### src/rtl/tx_level_hold.sv
// tx_level_hold: drives a level output that holds each new level for at least HOLD_CNT cycles
module tx_level_hold #(
    parameter int       HOLD_CNT = 3,
    parameter bit [0:0] INIT_LVL = 1'b0
) (
    input  logic clk,
    input  logic rst,
    input  logic req_valid,
    input  logic req_level,
    output logic req_ready,
    output logic signal_out,
    output logic edge_pulse,
    output logic busy
);
    localparam int HW = $clog2(HOLD_CNT) + 1;

    typedef enum logic {IDLE, HOLD} state_t;

    state_t        state_q, state_d;
    logic [HW-1:0] hcnt_q, hcnt_d;
    logic          pend_vld_q, pend_vld_d;
    logic          pend_lvl_q, pend_lvl_d;
    logic          out_q, out_d;
    logic          edge_q, edge_d;
    logic          hs, dec, cand_vld, cand_lvl;

    assign req_ready  = !pend_vld_q;
    assign hs         = req_valid && req_ready;
    assign dec        = (state_q == IDLE) || (hcnt_q == HW'(HOLD_CNT - 1));
    assign cand_vld   = pend_vld_q || hs;
    assign cand_lvl   = pend_vld_q ? pend_lvl_q : req_level;
    assign signal_out = out_q;
    assign edge_pulse = edge_q;
    assign busy       = (state_q == HOLD);

    // decide the next level at IDLE/expiry, otherwise count the hold and buffer requests
    always_comb begin
        state_d    = state_q;
        hcnt_d     = hcnt_q;
        pend_vld_d = pend_vld_q;
        pend_lvl_d = pend_lvl_q;
        out_d      = out_q;
        edge_d     = 1'b0;
        if (dec) begin
            state_d    = IDLE;
            hcnt_d     = '0;
            pend_vld_d = pend_vld_q && hs;
            pend_lvl_d = (pend_vld_q && hs) ? req_level : pend_lvl_q;
            if (cand_vld && (cand_lvl != out_q)) begin
                out_d   = cand_lvl;
                edge_d  = 1'b1;
                state_d = HOLD;
            end
        end else begin
            hcnt_d = hcnt_q + 1'b1;
            if (hs) begin
                pend_vld_d = 1'b1;
                pend_lvl_d = req_level;
            end
        end
    end

    // state registers; reset drops any pending entry and the running hold at once
    always_ff @(posedge clk or negedge rst) begin
        if (!rst) begin
            state_q    <= IDLE;
            hcnt_q     <= '0;
            pend_vld_q <= 1'b0;
            pend_lvl_q <= 1'b0;
            out_q      <= INIT_LVL;
            edge_q     <= 1'b0;
        end else begin
            state_q    <= state_d;
            hcnt_q     <= hcnt_d;
            pend_vld_q <= pend_vld_d;
            pend_lvl_q <= pend_lvl_d;
            out_q      <= out_d;
            edge_q     <= edge_d;
        end
    end
endmodule

### config.mk
export PLATFORM = sky130hd
export DESIGN_NAME = tx_level_hold
export DESIGN_NICKNAME = d
export VERILOG_FILES = /design/src/rtl/tx_level_hold.sv
export SDC_FILE = /design/constraint.sdc
export NUM_CORES = 1
export LEC_CHECK = 0
export BUFFER_PORTS_ARGS = -buffer_cell sky130_fd_sc_hd__buf_2
export CAP_MARGIN = 20
export CORE_AREA = 2 2 39 41
export CTS_CLUSTER_SIZE = 30
export DETAILED_ROUTE_END_ITERATION = 6
export DIE_AREA = 0 0 41 43
export SLEW_MARGIN = 20
export SYNTH_ARGS = -nofsm -noshare
export SYNTH_HDL_FRONTEND = slang
export SYNTH_SLANG_ARGS = --single-unit
### constraint.sdc
create_clock -name clk -period 1.2 [get_ports clk]
set_input_delay 0.36 -clock clk [delete_from_list [all_inputs] [get_ports clk]]
set_output_delay 0.36 -clock clk [all_outputs]
set_load 0.01 [all_outputs]
==> results.py, run 1 <==
metrics = {
    "worst_setup_path": {
        "timing_worst_setup_path_type": "reg2reg",
        "critical_path_depth": 5,
        "crit_path_max_incr_delay_ns": 0.36,
        "r2r_depth": 5,
        "critical_path_cell_sequence": "inv_1, ha_1, nand2b_2, nand3_1, mux2_4",
        "timing.critical_path.slowest_stage_cell": "dfrtp_1",
        "critPathTopFamily": "flip-flops",
        "critical_path_buf_inv_count": 1,
        "largest_driver_fanout_on_the_critical_path": 2,
        "worst_ep_required_ns": 1.34,
        "setup.worst_path.start_class": "flop",
        "critical_path.endpoint_type": "flop",
        "arrival_time_of_data_at_the_critical_path_endpoint_ns": 1.33,
    },
    "clock_tree": {
        "htreeDepth": 1,
        "cts-root-to-sink-buffers": 2,
        "cts-root-buf": "clkbuf_4",
        "cts_repair_resize_count": 0,
        "clock-sinks": 8,
        "clkTransAtPathRegs_ns": 0.06,
        "cts_tree": "built",
        "cts_inserted_buffers": 3,
        "worst_skew_pair.late_latency_ns": 0.25,
    },
    "power": {
        "cellLeakagePower_nw": 0.258,
        "vdd_ir_drop_max_mv": 0.674,
        "power_density_normalized_to_cell_area_nw_per_um2": 2720,
    },
    "floorplanning": {
        "die-width_microns": 41,
        "top_level_ports": 8,
        "fp.dieArea_sq_um": 1760,
        "chipHeight_microns": 43,
        "core-area_sq_um": 1380,
        "start_util": 0.267,
        "placement_rows": 14,
    },
    "yosys": {
        "yosys.cell_types.count": 15,
        "synth_warnings": 0,
        "synth.cell_area_sq_um": 369,
        "yosys_register_bits": 8,
        "synth_seq_area_share": 0.542,
        "post_synth.cell_area_avg_sq_um": 10.9,
        "synthesis.nets": 40,
        "syn-instance-count": 34,
    },
    "min_path": {
        "worst_hold_path_type": "in2reg",
        "worst_hold_path.num_cells": 2,
    },
    "finish": {
        "fin_cells": 67,
        "multi_input_logic_area_sq_um": 161,
        "layout-drive-gt1-share": 0.373,
        "mostFrequentLayoutCell": "dfrtp_1",
        "finalInstanceArea_sq_um": 502,
        "layout.cells.most_common_list": "dfrtp_1 (8), buf_2 (7), buf_4 (6)",
        "final.fill_count": 133,
        "sequential_cell_area_sq_um": 200,
        "antenna_cells": 0,
        "final_nets": 59,
        "synthToLayoutAreaGrowth_pct": 35.9,
    },
    "placement": {
        "globalplace.congestion": 0.701,
        "placed_cell_area_sq_um": 439,
        "hpwl_microns": 527,
        "numPlacedInstances": 59,
        "portBuffers": 7,
    },
    "route": {
        "routed_wirelength_microns": 704,
        "ant_nets": 0,
        "route.vias.total": 293,
        "length_of_the_first_detailed_routing_pass_in_iterations": 2,
        "drcViolationCount": 0,
        "avgViaCountPerCell": 4.37,
        "wire_per_inst_microns": 10.5,
        "drt_first_iter_violations": 3,
    },
    "timing": {
        "tightestPinTransition_ns": 0.220,
        "slew_headroom": 0.853,
        "grt_setup_unrepaired": "true",
        "final.period_utilization": 0.994,
        "timing_max_transition_violations_final": 0,
        "tns_ns": 0,
        "maximum_frequency_from_static_timing_analysis_mhz": 838,
        "finClkSkew_ns": 0.00760,
        "hold_viol_final": 0,
        "finalSetupViolCount": 0,
        "period_needed_ns": 1.19,
    },
    "outcome": {
        "result_of_the_run": "complete, no violations",
    },
    "grt": {
        "grt_util_all_layers": 0.108,
        "grtUsageMet3": 0.0628,
        "grt.overflow.total": 0,
        "met1_track_usage_gr": 0.0915,
        "grt_max_degree": 9,
        "number_of_antenna_violations_at_the_first_check_in_global_routing": 0,
        "globalRouteMet2Util": 0.163,
        "global_route_wire_length_before_repair_microns": 1150,
        "grt_most_used_layer": "met2",
        "grt_pass1_vias": 289,
    },
    "job": {
        "maxCapViolations": 0,
    },
}
routing by layer:
| metal | part of all wire | routed length, microns |
|---|---|---|
| met1 | 0.40 | 283 |
| met2 | 0.51 | 360 |
| met3 | 0.057 | 40 |
| met4 | 0.027 | 19 |
| met5 | 0 | 0 |
cell families (layout without fill, tap and decap cells):
family                   Yosys count  in the layout  share of synthesized area
flip-flops                         8              8                      0.542
adder cells (fa/ha/maj)            2              2                     0.0678
buffers and inverters              2             19                     0.0203
AND/OR/NAND/NOR                   15             15                      0.200
multiplexers                       1              1                     0.0407
AO/OA/AOI/OAI                      3              3                     0.0576
XOR/XNOR                           3              3                     0.0712
sequential cells by signal (all words and copies together) (netlist names):
name and cells:
signal_out 1, pend_vld_q 1, hcnt_q 3, pend_lvl_q 1, busy 1, edge_pulse 1
metrics by stage:
stage	worst slack (ns)	util	hold WS [ns]	total power, W
floorplan	0.0137	-	0.0644	0.000873
global placement	0.0265	0.317	0.212	0.00105
detailed placement	0.00851	0.317	0.213	0.00107
CTS	-0.00684	0.357	0.387	0.00135
global route	-0.0589	0.363	0.385	0.00150
finish	0.00668	0.363	0.388	0.00137
report_power, final:
part | internal [W] | leakage, nW | switching, W
logic | 0.000356 | 0.147 | 0.000330
registers | 0.000405 | 0.0975 | 0.0000749
clock network | 0.000114 | 0.0138 | 0.0000871
Yosys cell counts (all sizes together):
library cell,number,area share
ha,2,0.068
dfrtp,8,0.54
a21oi,1,0.014
nand3,3,0.041
xor2,2,0.047
a22oi,1,0.020
a22o,1,0.024
nand3b,1,0.020
xnor2,1,0.024
nand2b,1,0.024
mux2,1,0.041
inv,2,0.020
nand2,4,0.041
nor2b,1,0.024
nor2,5,0.051
path summary, 6_finish.rpt:
check,start,end,slack (ns)
min in group asynchronous,rst,edge_pulse$_DFF_PN0_,0.47
hold / removal,req_level,pend_lvl_q$_DFFE_PN0P_,0.39
hold reg to reg,hcnt_q[2]$_DFF_PN0_,hcnt_q[2]$_DFF_PN0_,0.53
setup / recovery,hcnt_q[0]$_DFF_PN0_,pend_lvl_q$_DFFE_PN0P_,0.007
max in group asynchronous,rst,hcnt_q[1]$_DFF_PN0_,0.55
setup reg to reg,hcnt_q[0]$_DFF_PN0_,pend_lvl_q$_DFFE_PN0P_,0.007
area by class of cell:
cell class,count,share of cell area
Sequential cell,8,0.399
Timing Repair Buffer,14,0.180
Inverter,2,0.0150
Clock buffer,3,0.0449
Multi-Input combinational cell,24,0.322
Tap cell,16,0.0399
what timing repair did:
| action | 4_1_cts | 5_1_grt |
|---|---|---|
| pin swaps | 0 | 0 |
| setup endpoints to repair | 4 | 8 |
| cloned | 0 | 0 |
| endpoints found under the hold margin | 8 | 0 |
| hold buffers | 1 | 0 |
| buffers inserted | 3 | 1 |
Power figures use the tool's default switching activity.
==> run 2: changes to the inputs <==
--- a/config.mk
+++ b/config.mk
@@ -11,6 +11,7 @@
 export CTS_CLUSTER_SIZE = 30
 export DETAILED_ROUTE_END_ITERATION = 6
 export DIE_AREA = 0 0 41 43
+export PLACE_DENSITY = 0.47
 export SLEW_MARGIN = 20
 export SYNTH_ARGS = -nofsm -noshare
 export SYNTH_HDL_FRONTEND = slang
==> run 2 against run 1 <==
  * Via count is 1.4% lower
  * Power increased by 2.8%
  * Worst hold slack worse by 0.014 ns
  * Clock-buffer cell count is the same
  * Wire length increased by 2.0%
  * Sequential power up 0.8%
  * Die area is the same
  * Critical path type is now reg2out
==> results.py, run 2 (synthesized netlist as in run 1, its figures left out) <==
metrics = {
    "finish": {
        "final.fill_count": 136,
        "max_ffs_per_register": 3,
        "layout-drive-gt1-share": 0.420,
        "mostFrequentLayoutCell": "dfrtp_1",
        "fin_cells": 66,
        "finalInstanceArea_sq_um": 513,
        "final_nets": 58,
        "antenna_cells": 0,
        "post-route-util": 0.371,
        "top_register": "hcnt_q",
        "layout.cells.most_common_list": "dfrtp_1 (8), buf_2 (7), nor2_1 (5)",
        "synthToLayoutAreaGrowth_pct": 39.0,
    },
    "timing": {
        "period_needed_ns": 1.18,
        "final.period_utilization": 0.981,
        "timing_max_transition_violations_final": 0,
        "maximum_frequency_from_static_timing_analysis_mhz": 849,
        "finalSetupViolCount": 0,
        "slew_headroom": 0.851,
        "hold_viol_final": 0,
        "tightestPinTransition_ns": 0.223,
        "grt_setup_unrepaired": "true",
        "tns_ns": 0,
        "finClkSkew_ns": 0.00613,
    },
    "route": {
        "routed_wirelength_microns": 718,
        "drcViolationCount": 0,
        "wire_per_inst_microns": 10.9,
        "ant_nets": 0,
        "drt_first_iter_violations": 6,
        "avgViaCountPerCell": 4.38,
        "route.vias.total": 289,
        "length_of_the_first_detailed_routing_pass_in_iterations": 3,
    },
    "grt": {
        "number_of_antenna_violations_at_the_first_check_in_global_routing": 0,
        "global_route_wire_length_before_repair_microns": 1010,
        "grt_max_degree": 9,
        "grt_pass1_vias": 267,
        "grt.overflow.total": 0,
        "grt_util_all_layers": 0.0903,
    },
    "floorplanning": {
        "chipHeight_microns": 43,
        "start_util": 0.267,
        "die-width_microns": 41,
        "core-area_sq_um": 1380,
        "fp.dieArea_sq_um": 1760,
        "top_level_ports": 8,
        "placement_rows": 14,
    },
    "clock_tree": {
        "cts-root-buf": "clkbuf_4",
        "clock-sinks": 8,
        "cts-root-to-sink-buffers": 2,
        "clkTransAtPathRegs_ns": 0.06,
        "htreeDepth": 1,
        "worst_skew_pair.late_latency_ns": 0.25,
        "cts_inserted_buffers": 3,
        "cts_tree": "built",
    },
    "power": {
        "vdd_ir_drop_max_mv": 0.817,
        "power_density_normalized_to_cell_area_nw_per_um2": 2740,
        "cellLeakagePower_nw": 0.256,
        "total_power_w": 0.00140,
    },
    "worst_setup_path": {
        "setup.worst_path.start_class": "flop",
        "timing.critical_path.slowest_stage_cell": "dfrtp_1",
        "critical_path.endpoint_type": "output pin",
        "arrival_time_of_data_at_the_critical_path_endpoint_ns": 0.82,
        "critical_path_cell_sequence": "inv_1, buf_2",
        "timing_worst_setup_path_type": "reg2out",
        "crit_path_max_incr_delay_ns": 0.40,
        "largest_driver_fanout_on_the_critical_path": 3,
        "worst_ep_required_ns": 0.84,
    },
    "placement": {
        "placed_cell_area_sq_um": 439,
        "globalplace.congestion": 0.804,
        "portBuffers": 7,
        "hpwl_microns": 525,
        "numPlacedInstances": 59,
    },
    "outcome": {
        "result_of_the_run": "complete, no violations",
    },
    "job": {
        "maxCapViolations": 0,
    },
    "min_path": {
        "worst_hold_path_type": "in2reg",
    },
}
[run 2: critical path: cells and delay by family (launching register included)]
kind	cells	cell delay (ns)
buf+inv	2	0.17
flops	1	0.40
[run 2: stage by stage]
step / setup slack (ns) / hold WS (ns)
after floorplan: 0.0137 / 0.0644
after global placement: 0.0542 / 0.207
after detailed placement: 0.0278 / 0.213
after CTS: 0.0145 / 0.376
after global routing: -0.0197 / 0.408
final: 0.0223 / 0.374
[run 2: final timing paths]
| path | cells after the start | to | slack [ns] | start |
|---|---|---|---|---|
| worst max register to register | 5 | pend_lvl_q$_DFFE_PN0P_ | 0.04 | hcnt_q[0]$_DFF_PN0_ |
| worst max-delay path | 2 | req_ready | 0.02 | pend_vld_q$_DFFE_PN0P_ |
| worst min-delay path | 3 | pend_vld_q$_DFFE_PN0P_ | 0.37 | req_valid |
| worst min register to register | 2 | hcnt_q[0]$_DFF_PN0_ | 0.52 | hcnt_q[0]$_DFF_PN0_ |
| max in group asynchronous | 2 | hcnt_q[0]$_DFF_PN0_ | 0.54 | rst |
| min in group asynchronous | 2 | edge_pulse$_DFF_PN0_ | 0.48 | rst |
[run 2: cell type report]
type / instances / area (sq um) / share of cell area
Sequential cell: 8 / 200 / 0.390
Multi-Input combinational cell: 24 / 176 / 0.344
Inverter: 2 / 7.51 / 0.0146
Clock buffer: 3 / 22.5 / 0.0439
Timing Repair Buffer: 13 / 86.3 / 0.168
Tap cell: 16 / 20.0 / 0.0390
[run 2: what timing repair did]
| item | in CTS | in global routing |
|---|---|---|
| hold endpoints to repair | 8 | 0 |
| resized for setup | 0 | 5 |
| setup buffers | 3 | 0 |
| setup endpoints to repair | 3 | 5 |
| pin swaps | 0 | 3 |
| hold buffers | 1 | 0 |
[run 2: layer usage]
layer	global-route usage	up-vias	routed length, microns
li1	-	145	-
met1	0.0963	140	306
met2	0.141	4	384
met3	0.0314	0	27
met4	0.0600	0	0
met5	0	-	0
[run 2: report_power, final]
group          switching (W)  internal [W]  leakage [nW]
registers          0.0000792      0.000405        0.0975
logic               0.000347      0.000371         0.145
clock network      0.0000882      0.000114        0.0138
total               0.000515      0.000890         0.256
